File: config.mk
export PLATFORM = sky130hd
export DESIGN_NAME = serial_adder
export DESIGN_NICKNAME = d
export VERILOG_FILES = /design/src/rtl/serial_adder_pkg.sv /design/src/rtl/serial_adder_full_adder.sv /design/src/rtl/serial_adder.sv
export SDC_FILE = /design/constraint.sdc
export NUM_CORES = 1
export LEC_CHECK = 0
export ABC_AREA = 1
export CORE_MARGIN = 2
export CORE_UTILIZATION = 47
export CTS_CLUSTER_DIAMETER = 120
export CTS_CLUSTER_SIZE = 20
export DETAILED_ROUTE_END_ITERATION = 16
export PLACE_DENSITY = 0.76
export SKIP_CTS_REPAIR_TIMING = 1
export SLEW_MARGIN = 20
export SYNTH_ARGS = -nofsm -noshare
export SYNTH_HDL_FRONTEND = slang
export SYNTH_SLANG_ARGS = --single-unit
File: constraint.sdc
create_clock -name clk -period 1.2 [get_ports clk]
set_clock_uncertainty 0.05 [all_clocks]
set_input_delay 0.12 -clock clk [delete_from_list [all_inputs] [get_ports clk]]
set_output_delay 0.12 -clock clk [all_outputs]
set_load 0.05 [all_outputs]
File: src/rtl/serial_adder_pkg.sv
// -----------------------------------------------------------------------------
// serial_adder_pkg
//   Shared definitions for the bit-serial adder and anything that observes it:
//   the FSM state encodings, the default operand width and the helper that
//   sizes the bit counter.
// -----------------------------------------------------------------------------
package serial_adder_pkg;

  // Default operand / sum width in bits.
  localparam int SA_WIDTH_DEFAULT = 8;

  // FSM state encodings. They appear on the debug state port, so external
  // checkers can compare against these constants directly.
  localparam logic [1:0] ST_IDLE  = 2'b00;
  localparam logic [1:0] ST_SHIFT = 2'b01;
  localparam logic [1:0] ST_DONE  = 2'b10;

  // Width of the bit counter: enough to hold 0..width-1. The counter never
  // needs to represent width itself, because the terminal compare is against
  // width-1. The result is clamped to 1 so that the vector stays legal.
  function automatic int cnt_width(input int width);
    int w;
    w = $clog2(width);
    if (w < 1) begin
      w = 1;
    end
    return w;
  endfunction

endpackage

File: src/rtl/serial_adder_full_adder.sv
// -----------------------------------------------------------------------------
// full_adder
//   Single-bit full adder cell. This is the bit slice that the serial adder
//   reuses on every cycle.
//
//   Ports (the cell's existing port order):
//     s    out  sum bit      x ^ y ^ cin
//     cout out  carry out    majority(x, y, cin)
//     x    in   operand bit A
//     y    in   operand bit B
//     cin  in   carry in
// -----------------------------------------------------------------------------
module full_adder (
  output logic s,
  output logic cout,
  input  logic x,
  input  logic y,
  input  logic cin
);

  assign s    = x ^ y ^ cin;
  assign cout = (x & y) | (x & cin) | (y & cin);

endmodule

File: src/rtl/serial_adder.sv
// -----------------------------------------------------------------------------
// serial_adder
//   Bit-serial adder. It adds two WIDTH-bit operands plus a carry-in over
//   WIDTH clock cycles, one bit per cycle, LSB first. A single full_adder cell
//   handles every bit. Its carry is registered and fed back into the cell on
//   the next cycle.
//
//   Handshake:
//     start is sampled only in IDLE or DONE. On the edge that accepts it,
//     a, b and cin are captured, so later changes to those inputs have no
//     effect. busy is high for exactly WIDTH cycles (SHIFT state). done is
//     then high for one cycle (DONE state), and on that same edge sum/cout
//     are updated. Holding start high during DONE launches the next operation
//     without first returning to IDLE. A start that arrives during SHIFT is
//     ignored. busy, done and state are decoded from the state register only.
//
//   Ports:
//     clk    in   rising-edge clock
//     rst    in   asynchronous active-high reset
//     start  in   operation request
//     a      in   operand A      [WIDTH-1:0]
//     b      in   operand B      [WIDTH-1:0]
//     cin    in   initial carry
//     busy   out  bits being processed
//     done   out  one-cycle result pulse
//     sum    out  registered sum [WIDTH-1:0], held until the next completion
//     cout   out  registered final carry, held with sum
//     state  out  current FSM state (debug observation)
// -----------------------------------------------------------------------------
module serial_adder
  import serial_adder_pkg::*;
#(
  parameter int WIDTH = SA_WIDTH_DEFAULT
) (
  input  logic             clk,
  input  logic             rst,
  input  logic             start,
  input  logic [WIDTH-1:0] a,
  input  logic [WIDTH-1:0] b,
  input  logic             cin,
  output logic             busy,
  output logic             done,
  output logic [WIDTH-1:0] sum,
  output logic             cout,
  output logic [1:0]       state
);

  localparam int             CW       = cnt_width(WIDTH);
  localparam logic [CW-1:0]  CNT_LAST = CW'(WIDTH - 1);

  logic [1:0]       state_q;
  logic [WIDTH-1:0] sa_q;
  logic [WIDTH-1:0] sb_q;
  logic [WIDTH-1:0] sr_q;
  logic             carry_q;
  logic [CW-1:0]    cnt_q;
  logic [WIDTH-1:0] sum_q;
  logic             cout_q;

  logic             fa_s;
  logic             fa_cout;
  logic [WIDTH-1:0] sr_next;
  logic             last_bit;

  // Bit slice: the current LSBs of both operand shifters plus the fed-back carry.
  full_adder u_fa (
    .s    (fa_s),
    .cout (fa_cout),
    .x    (sa_q[0]),
    .y    (sb_q[0]),
    .cin  (carry_q)
  );

  // The new sum bit enters at the MSB. After WIDTH shifts, the first (LSB)
  // sum bit has reached bit 0. On the final cycle the output register takes
  // this value, so the current bit is included.
  assign sr_next  = {fa_s, sr_q[WIDTH-1:1]};
  assign last_bit = (cnt_q == CNT_LAST);

  always_ff @(posedge clk or posedge rst) begin
    if (rst) begin
      state_q <= ST_IDLE;
      sa_q    <= '0;
      sb_q    <= '0;
      sr_q    <= '0;
      carry_q <= 1'b0;
      cnt_q   <= '0;
      sum_q   <= '0;
      cout_q  <= 1'b0;
    end else begin
      case (state_q)
        ST_IDLE, ST_DONE: begin
          if (start) begin
            state_q <= ST_SHIFT;
            sa_q    <= a;
            sb_q    <= b;
            sr_q    <= '0;
            carry_q <= cin;
            cnt_q   <= '0;
          end else begin
            state_q <= ST_IDLE;
          end
        end

        ST_SHIFT: begin
          sa_q    <= sa_q >> 1;
          sb_q    <= sb_q >> 1;
          sr_q    <= sr_next;
          carry_q <= fa_cout;
          if (last_bit) begin
            // Leave the counter at WIDTH-1 so that it never wraps inside SHIFT.
            state_q <= ST_DONE;
            sum_q   <= sr_next;
            cout_q  <= fa_cout;
          end else begin
            cnt_q <= cnt_q + 1'b1;
          end
        end

        default: begin
          // The unused encoding recovers to IDLE without touching the results.
          state_q <= ST_IDLE;
        end
      endcase
    end
  end

  assign busy  = (state_q == ST_SHIFT);
  assign done  = (state_q == ST_DONE);
  assign sum   = sum_q;
  assign cout  = cout_q;
  assign state = state_q;

endmodule
# == Yosys cells after proc, flatten, opt, wreduce, memory -nomap -nowiden ==
# Cells that the tools add are included.
# op_classes
eq_ne,6
muxes,14
reduce_logical,6
n_addsub,1
bitwise_logic,7
# ops
operator,count
one-hot mux 8 bit (2 select lines),3
2-to-1 mux 8 bit,3
2-to-1 mux 3 bit,2
one-hot mux 3 bit (2 select lines),1
"inequality test 2 bit, second input constant",2
one-hot mux 2 bit (2 select lines),1
AND reduction 2 bit,2
"adder 3 x 1 -> 3 bit, second input constant",1
bitwise AND 1 bit,3
"== test 3 bit, second input constant",1
AND reduction 3 bit,1
"== test 2 x 1 -> 1 bit, second input constant",1
"== test 2 bit, second input constant",1
zero test 2 bit,1
2-to-1 mux 1 bit,2
2-to-1 mux 2 bit,1
"inequality test 2 x 1 -> 1 bit, second input constant",1
bitwise OR 1 bit,2
one-hot mux 1 bit (2 select lines),1
nonzero test 2 bit,1
OR reduction 2 bit,1
bitwise XOR 1 bit,2
# word_totals
regBits,39
out_inout_bits,13
in_bits,20
elab_cells,42

# == Logic depth before layout (Yosys ltp) ==
# Gate-level depths: netlist of run 1.
# logic_depth
depth_word,4
mapped_depth,8
depth_no_buf,6

# == Modules after synthesis ==
# Synthesis of run 1 repeated with hierarchy kept, for this count alone.
# hier_totals
cells_unflattened,223
area_unflattened_um2,1831.8
# modules_own_cells
mod,instances,cells_per_inst,seq_area_each_um2,area_per_inst_um2
serial_adder,1,222,950.9,1811.7
full_adder,1,1,0.0,20.0

# == Worst setup path before layout of run 1 ==
# No wires, ideal clock.
# synth_timing
path_kind,register to output
start,"register state_q[1], in the netlist state[1]"
end,output port done
path_buffers,1
required_time_ns,1.030
stages_incl_launch_ff,4
arrival_time_ns,1.749
slack_ns,-0.719
path_cell_list,dfrtp_1 inv_2 buf_1 nor2_1
# synth_via
elab_chain_len,1
# synth_lines
item,line_no,source
"start, declared",serial_adder.sv:51,logic [1:0] state_q;
"start signal, assigned",serial_adder.sv:82,state_q <= ST_IDLE;
"start signal, assigned",serial_adder.sv:94,state_q <= ST_SHIFT;
"start signal, assigned",serial_adder.sv:101,state_q <= ST_IDLE;
== test 2 bit,serial_adder.sv:129,assign done = (state_q == ST_DONE);
"end, declared",serial_adder.sv:42,"output logic done,"
# Every way passes these cells.

# == Final worst setup path of run 1 ==
# layout_timing
start,"register state_q[0], in the netlist state[0]"
end,output port done
# Same word-level chain as after synthesis.

==> impl_metrics.toml, run 1 <==
[run_status]
status = "finished with violations"
violations = "negative setup slack"

[cts]
htreeDepth = 2
cts_buffers = 5
tritoncts = "yes"
clock-sinks = 38
clk_latency_ns = 0.29
cts.path.max_buffers = 2
cts.reportedPaths.clkPinSlew_ns = 0.07
clockRootBuffer = "clkbuf_8"

[detailed_routing]
postRouteAntennaNets = 0
drt_wl_total_um = 4005
first_iter_violations = 107
vias = 1560
first_pass_iters = 4
routedWlPerCell_um = 12.32
drcViolationCount = 0
vias_per_cell = 4.800

[layout]
area_growth_pct = 51.98
diodes = 0
layout.nets = 299
final_layout_size_suffix_gt1_share_pct = 30.69

[yosys]
yosysTopAreaCell = "dfrtp_1"
synth_top_area_share_pct = 51.91
syn_inst = 223
synth_seq_area_share_pct = 51.91
synthDistinctLibCells = 19
ys_ff_latch = 38
synth_area_per_cell_um2 = 8.214
yosysWarnings = 0
synth_nets = 246
syn_area_um2 = 1832
synth_area_leaders = "dfrtp_1, nand2_1, nand3_1"

[critical_path]
critPathCaptureType = "output pin"
crit_path_start_kind = "register"
critical_path_arrival_ns = 1.22
path_class = "reg2out"
cp_cell_sequence = "buf_6 -> nor2_4 -> buf_12"
worst_ep_required_time_ns = 1.03
critPathMaxStageDelay_ns = 0.46
critPathBufInv = 2
crit_fanout = 16
cp_top_family = "flip-flops"
critPathSlowestCell = "dfrtp_2"

[floorplan]
die_height_um = 66.43
pin_count = 33
rows = 22
core_um2 = 3716
die_width_um = 66.43
dieArea_um2 = 4413
start_util_pct = 49.29

[timing]
final-hold-violation-count = 0
fin_hold_ws_ns = 0.1264
worst_slew_pin_slew_ns = 0.2125
final-max-slew-violation-count = 0
min_period_ns = 1.387
fmax_ghz = 0.7209
tns_ns = -1.893
slew_headroom_pct = 85.79
timing.final.crit_share_pct = 115.6
fin_ws_ns = -0.1872
setup_viol_count_final = 16
rsz0062_at_grt = "yes"

[placement]
hpwl_um = 2520
portBuffers = 32
routabilityCongestion = 0.7672

[global_routing]
grt_busiest_layer = "met2"
grt_use_met1_pct = 24.34
grt_pass1_wl_um = 6513
grt_use_total_pct = 19.46
grt_pass1_vias = 1462
grt_util_met2_pct = 32.38
grt-ovfl-total = 0
grt_max_degree = 39
grt_use_met3_pct = 3.918
antenna_found_initial = 0

[power_and_ir_drop]
p_per_area_nw_per_um2 = 2882
p_leak_nw = 1.434
irDropWorstVdd_v = 0.001633

[job]
cap_violations = 0

[min_path]
hold_path_class = "in2async"
[final timing paths]
check	from	endpoint	slack, ns	depth (start not counted)
hold / removal	rst	cout	0.13	3
setup reg to reg	cnt_q[0]	cnt_q[1]	-0.17	6
max in group asynchronous	rst	state[0]	0.77	3
hold reg to reg	sb_q[3]	sb_q[3]	0.43	2
setup / recovery	state[0]	done	-0.19	3
min in group clk	a[7]	sa_q[7]	0.33	3
[cells by family after synthesis]
group | share of synthesized area [%]
compound gates | 6.284
fa+ha+maj | 2.459
buf+inv | 12.43
flops | 51.91
simple gates | 26.91
[routing by layer]
| layer | wire [µm] | up-vias |
|---|---|---|
| met2 | 2097 | 28 |
| li1 | - | 782 |
| met3 | 137 | 7 |
| met4 | 80 | 0 |
| met1 | 1690 | 743 |
| met5 | 0 | - |
[state kept, by name (all words and copies together), names as in the netlist]
signal,count
sb_q,8
carry_q,1
cout,1
state,2
sr_q,7
cnt_q,3
sa_q,8
sum,8
[report_power, final]
| group | leakage (nW) | internal [mW] | switching, mW | total, mW |
|---|---|---|---|---|
| Clock | 0.0482 | 0.463 | 0.436 | 0.899 |
| Sequential | 0.469 | 1.90 | 0.450 | 2.35 |
| Combinational | 0.917 | 2.20 | 2.57 | 4.77 |
| Total | 1.43 | 4.56 | 3.46 | 8.02 |
[area by class of cell]
| type | instances | area [µm²] |
|---|---|---|
| flip-flops and latches | 38 | 953.4 |
| repair buffers | 54 | 724.4 |
| clock inverters | 1 | 5.005 |
| well taps | 48 | 60.06 |
| inverters | 45 | 178.9 |
| fillers | 260 | 932.1 |
| multi-input cells | 132 | 775.7 |
| clock buffers | 7 | 86.33 |
[worst reg2reg max path: stages, from the launching register on]
cell and delay [ns]:
dfrtp_1 0.40, ha_2 0.20, ha_4 0.15, nand3b_1 0.25
inv_2 0.14, nand2_1 0.06, nand2_1 0.06
[stage by stage]
stage	cell area (µm²)	util [%]	setup WS, ns	power, mW	cells
floorplan	1872	-	-0.4875	4.788	223
global placement	2509	67.51	-0.08465	6.289	312
detailed placement	2509	67.51	-0.1557	6.430	312
CTS	2600	69.97	-0.2284	7.354	320
global route	2784	74.92	-0.2281	8.597	325
finish	2784	74.92	-0.1872	8.024	325
[cell usage after synthesis (all sizes together)]
cell,count
fa,1
clkbuf,1
nand3b,1
dfrtp,38
nand2,76
nor2,2
ha,2
o21ai,17
inv,45
nand3,33
buf,7
[cells in the final DEF, fill, tap and decap left out, types with 2 or more instances in the layout]
master / count
nand2_8: 3
nand2_1: 64
nor2_4: 2
nand2_2: 9
nand3_2: 7
buf_12: 19
inv_2: 3
buf_6: 9
clkdlybuf4s50_1: 19
inv_4: 2
o21ai_1: 6
o21ai_2: 11
nand3_1: 26
clkbuf_8: 6
inv_1: 39
dfrtp_2: 2
buf_4: 7
dfrtp_1: 36
No activity file was read; power rests on OpenSTA's default activity.
==> run 2, diff against run 1 <==
--- a/config.mk
+++ b/config.mk
@@ -8,7 +8,6 @@
 export ABC_AREA = 1
 export CORE_MARGIN = 2
 export CORE_UTILIZATION = 47
-export CTS_CLUSTER_DIAMETER = 120
 export CTS_CLUSTER_SIZE = 20
 export DETAILED_ROUTE_END_ITERATION = 16
 export PLACE_DENSITY = 0.76
==> results of run 2 <==
No change in the layout: final DEF, timing and power equal those of run 1.
